==> config.mk <==
export PLATFORM = sky130hd
export DESIGN_NAME = vga_fb_arbiter
export DESIGN_NICKNAME = d
export VERILOG_FILES = /design/src/rtl/vga_fb_arbiter.sv
export SDC_FILE = /design/constraint.sdc
export NUM_CORES = 1
export LEC_CHECK = 0
export ABC_CLOCK_PERIOD_IN_PS = 4000
export CAP_MARGIN = 5
export CORE_MARGIN = 2
export CORE_UTILIZATION = 29
export DETAILED_ROUTE_END_ITERATION = 6
export SYNTH_ARGS = -nofsm -noshare
export SYNTH_HDL_FRONTEND = slang
export SYNTH_SLANG_ARGS = --single-unit
==> constraint.sdc <==
create_clock -name clk -period 4 [get_ports clk]
set_input_delay 0.8 -clock clk [delete_from_list [all_inputs] [get_ports clk]]
set_output_delay 0.8 -clock clk [all_outputs]
set_load 0.05 [all_outputs]
==> src/rtl/vga_fb_arbiter.sv <==
// Purpose: owns the single framebuffer RAM port; 4x-scaled pixel fetch takes every 4th active cycle, NREQ requesters share the rest round-robin.
// Latency: gnt/mem_* combinational in the issue slot; rvalid/rdata one cycle after a granted read; pix_data two cycles behind hcounter.
// Backpressure: pixel slots always win; a requester holds req and its fields until it sees gnt.
module vga_fb_arbiter #(
   parameter int H_ACTIVE = 640,
   parameter int V_ACTIVE = 480,
   parameter int FB_W     = 160,
   parameter int ADDR_W   = 15,
   parameter int NREQ     = 3
) (
   input  logic                   clk,
   input  logic                   rst,
   input  logic [9:0]             hcounter,
   input  logic [9:0]             vcounter,
   input  logic [NREQ-1:0]        req,
   input  logic [NREQ-1:0]        req_we,
   input  logic [NREQ*ADDR_W-1:0] req_addr,
   input  logic [NREQ*8-1:0]      req_wdata,
   output logic [NREQ-1:0]        gnt,
   output logic [NREQ-1:0]        rvalid,
   output logic [7:0]             rdata,
   output logic [ADDR_W-1:0]      mem_addr,
   output logic                   mem_we,
   output logic [7:0]             mem_wdata,
   input  logic [7:0]             mem_rdata,
   output logic                   pix_valid,
   output logic [7:0]             pix_data,
   output logic                   frame_tick
);

   localparam int PW = $clog2(NREQ);

   logic              active;
   logic              pix_slot;
   logic [7:0]        row;
   logic [7:0]        col;
   logic [ADDR_W-1:0] pix_addr;
   logic [ADDR_W-1:0] addr_q;
   logic [PW-1:0]     ptr;
   logic [PW-1:0]     sel;
   logic              found;
   logic              act_d1;
   logic              act_d2;
   logic              fetch_d1;
   logic [7:0]        pix_q;
   logic [NREQ-1:0]   rd_q;
   logic              tick_q;

   assign active   = (hcounter < 10'(H_ACTIVE)) && (vcounter < 10'(V_ACTIVE));
   assign pix_slot = active && (hcounter[1:0] == 2'b00);

   // Framebuffer word address of the 4x4 block under the beam: row*160 + col, row*160 built as (row<<7)+(row<<5)
   assign row      = vcounter[9:2];
   assign col      = hcounter[9:2];
   assign pix_addr = (ADDR_W'(row) << 7) + (ADDR_W'(row) << 5) + ADDR_W'(col);

   // Round-robin search: first asserted request at or above the pointer, wrapping at NREQ
   always_comb begin
      int idx;
      idx   = 0;
      found = 1'b0;
      sel   = '0;
      for (int k = 0; k < NREQ; k++) begin
         idx = (int'(ptr) + k) % NREQ;
         if (!found && req[idx]) begin
            found = 1'b1;
            sel   = PW'(idx);
         end
      end
   end

   // Port mux: pixel fetch in pixel slots, otherwise the round-robin winner; idle cycles keep the last address
   always_comb begin
      gnt       = '0;
      mem_we    = 1'b0;
      mem_wdata = '0;
      mem_addr  = addr_q;
      if (pix_slot) begin
         mem_addr = pix_addr;
      end else if (found && rst) begin
         gnt[sel]  = 1'b1;
         mem_addr  = req_addr[sel*ADDR_W +: ADDR_W];
         mem_we    = req_we[sel];
         mem_wdata = req_wdata[sel*8 +: 8];
      end
   end

   // Arbiter pointer, address hold, read-return strobe, pixel pipeline and vblank tick
   always_ff @(posedge clk or negedge rst) begin
      if (!rst) begin
         ptr      <= '0;
         addr_q   <= '0;
         rd_q     <= '0;
         fetch_d1 <= 1'b0;
         pix_q    <= '0;
         act_d1   <= 1'b0;
         act_d2   <= 1'b0;
         tick_q   <= 1'b0;
      end else begin
         addr_q <= mem_addr;
         if (|gnt) begin
            ptr <= (sel == PW'(NREQ - 1)) ? '0 : sel + 1'b1;
         end
         rd_q     <= gnt & ~req_we;
         // RAM data for a fetch issued at h arrives during h+1 and is captured at its end
         fetch_d1 <= pix_slot;
         if (fetch_d1) begin
            pix_q <= mem_rdata;
         end
         act_d1 <= active;
         act_d2 <= act_d1;
         tick_q <= (hcounter == 10'd0) && (vcounter == 10'(V_ACTIVE));
      end
   end

   assign rvalid     = rd_q;
   assign rdata      = (|rd_q) ? mem_rdata : 8'h00;
   assign pix_valid  = act_d2;
   assign pix_data   = act_d2 ? pix_q : 8'h00;
   assign frame_tick = tick_q;

endmodule

==> summary.md, run 1 <==
| Metric | Value |
|---|---|
| CTS buffer count | `5` |
| Fin cells | `618` |
| Placed inst area | `4800 um2` |
| Grt total ovfl | `0` |
| Ys flop type | `dfrtp_1` |
| CTS tree | `built` |
| # diodes | `0` |
| Die span in x | `102 um` |
| Clock root buffer | `clkbuf_8` |
| PortBufs | `152` |
| Core Rows | `35` |
| Biggest area consumer among synthesized cells | `dfrtp_1` |
| DRT iter0 DRCs | `129` |
| Maximum fanout along the worst path | `2` |
| Dpl hpwl | `8340 um` |
| Syn Area/Cell | `8.92 um2` |
| Core area | `9280 um2` |
| Setup CP Type | `input pin to output pin` |
| Initial antenna violation count | `0` |
| Seq/Total Area, Yosys | `28.7%` |
| MaxCap Viol Count | `0` |
| Pre-CTS WS | `-0.513 ns` |
| Worst VDD drop | `about 0.37 mV` |
| Dpl cells | `610` |
| LEAKAGE | `2.14 nW` |
| Setup-failing EPs final | `0` |
| NumNets Final | `614` |
| First-pass GRT wire length | `~16,000 um` |
| Worst-Skew Late Latency | `0.30 ns` |
| PD cells | `just over 700 nW/um2` |
| Multi-input gate area | `2020 um2` |
| Final WL | `between 10,000 and 15,000 um` |
| Number of global-route vias before repair | `slightly above 3,000` |
| RSZ-0062 raised after global routing | `true` |
| Final worst path period share | `between 90% and 100%` |
| Relative slew slack | `around 50%` |
| Max-slew violations | `0` |
| Startpoint Class | `input pin` |
| Count leader, synth | `dfrtp_1` |
| CP required | `3.20 ns` |
| Largest net degree at the start of global routing | `28` |
| Deepest clock path buffer count | `2` |
| First-pass DRT Iterations | `4` |
| GPL Wtd Cong | `0.866` |
| EDFF count, synth | `0` |
| Starting Density | `30.1%` |
| Ys async rst share | `100%` |
| Area growth syn-to-layout | `81.9%` |
| Post-Syn Nets | `approximately 440` |
| Die H | `102 um` |
| Fill cells | `894` |
| Final Cell Area | `between 5000 and 6000 um2` |
| Netlist Area Pre-Place | `2790 um2` |
| Top post-synthesis cells by count | `dfrtp_1, nor2_1, ha_1, a21oi_1, a211oi_1` |
| Yosys warning count | `0` |
| Io pins | `153` |
| H-tree depth | `2` |
| Sink Count | `32` |
| Worst min-delay path class | `input pin to async pin` |
| Remaining antenna violation count | `0` |
| Via count | `~3,100` |
| Outcome | `complete, no violations` |
| Remaining DRCs | `0` |
| F_max | `0.253 GHz` |
| Clock skew | `about 0.0091 ns` |
| Setup TNS | `0 ns` |
| Post-Synthesis Cells | `313` |
| Worst Setup End Kind | `output pin` |
| Vias per inst | `5.06` |
| Worst EP arrival | `3.15 ns` |
| Die area | `10,400 um2` |
| Final worst slack | `0.0482 ns` |
| GRT Resource Usage Total | `slightly below 20%` |
| Seq cells post-synth | `32` |
| Synth cell types | `53` |
| Setup bufs post-CTS | `0` |
| Layout cells sized above 1 | `25.4%` |
| Final core utilization | `54.7%` |
| Slew @ Worst Pin | `around 0.73 ns` |
| Yosys top cell area share | `28.7%` |
| CTS clock-pin slew for the worst setup and hold paths | `0.07 ns` |
| Ranking of synthesized cells by area | `dfrtp_1, ha_1, mux2i_1` |
| WL/cell | `16.7 um` |
| Final min period | `3.95 ns` |
| Seq. cell area | `801 um2` |
| Final Hold Viols | `0` |
## through the flow
stage	hold WS, ns	total power [mW]
after floorplan	0.331	2.15
after global placement	0.336	3.17
after detailed placement	0.350	3.20
after CTS	0.362	3.55
after global routing	0.367	3.80
final	0.364	3.60
## kinds of logic (layout without fill, tap and decap cells)
| group | Yosys count | count (layout) | synth area share [%] |
|---|---|---|---|
| muxes | 21 | 21 | 8.02 |
| AOI/OAI and AO/OA | 100 | 100 | 25.7 |
| buffers and inverters | 31 | 207 | 5.56 |
| DFF | 32 | 32 | 28.7 |
| xor gates and xnor gates | 4 | 4 | 1.25 |
| adders and majority gates | 21 | 21 | 9.95 |
| and+or+nand+nor | 104 | 104 | 20.8 |
## flip-flops by register name, indices dropped and copies added (netlist names)
name	flops
act_d1	1
addr_q	15
fetch_d1	1
frame_tick	1
pix_q	8
pix_valid	1
ptr	2
rvalid	3
## what timing repair did
| item | in CTS | in global routing |
|---|---|---|
| endpoints found under the setup margin | 7 | 21 |
| endpoints found under the hold margin | 0 | 0 |
| pin swaps | 15 | 15 |
| hold buffers | 0 | 0 |
| resized for setup | 20 | 31 |
## worst paths after layout
| check | from | end | slack (ns) | cells past startpoint |
|---|---|---|---|---|
| max in group asynchronous | rst | pix_q[3] | 2.98 | 2 |
| min reg2reg | act_d1 | pix_valid | 0.36 | 0 |
| min in group clk | act_d1 | pix_valid | 0.36 | 0 |
| max | vcounter[6] | mem_addr[13] | 0.05 | 10 |
| max reg2reg | ptr[0] | addr_q[1] | 1.32 | 9 |
| min | rst | ptr[1] | 0.36 | 1 |
## layer usage
layer  track usage (%)  vias up  share of wire (%)
met5                 0        -                  0
met4              4.31        0               0.95
met3              5.40        9                8.8
met2              33.7      133                 48
met1              25.2     1463                 43
li1                  -     1523                  -
## layout by cell type (no fill, tap or decap), drive strengths merged, types with 3 or more instances in the layout
master	n
clkdlybuf4s50	116
buf	64
dfrtp	32
nor2	27
o21ai	22
ha	19
a21oi	15
mux2i	13
a211oi	13
nor2b	11
inv	11
o211ai	10
o31ai	10
nand2	9
or4	9
and3	9
clkbuf	9
and2	8
mux2	8
nand2b	7
nor3	7
nand3	6
a31oi	6
a311o	5
xnor2	4
nor4	4
a21o	3
dlymetal6s2s	3
o21a	3
## where the power goes
group / leakage, nW / switching, mW / total (mW) / internal [mW]
Combinational: 1.69 / 1.63 / 2.79 / 1.16
Clock: 0.0552 / 0.139 / 0.324 / 0.185
Sequential: 0.395 / 0.0443 / 0.481 / 0.437
## final cells by class
cell class | count | area share (%)
clock buffers | 6 | 1.43
clock inverters | 2 | 0.690
inverters | 11 | 0.813
multi-input cells | 250 | 39.8
flip-flops and latches | 32 | 15.8
well taps | 129 | 3.18
repair buffers | 188 | 38.3
## worst max-delay path, stage by stage
cell and delay (ns):
clkdlybuf4s50_1 0.44, ha_1 0.33, ha_4 0.28, o21ai_1 0.07, o21a_1 0.20, o31ai_2 0.27, xnor2_1 0.17, nor2_1 0.08
a221oi_2 0.29, clkbuf_16 0.24
(Power assumes the default switching activity.)
==> inputs of run 2 (changes only) <==
- CAP_MARGIN: 5 -> 10
==> results of run 2 <==
The final DEF is identical to that of run 1; final timing and power are the same.
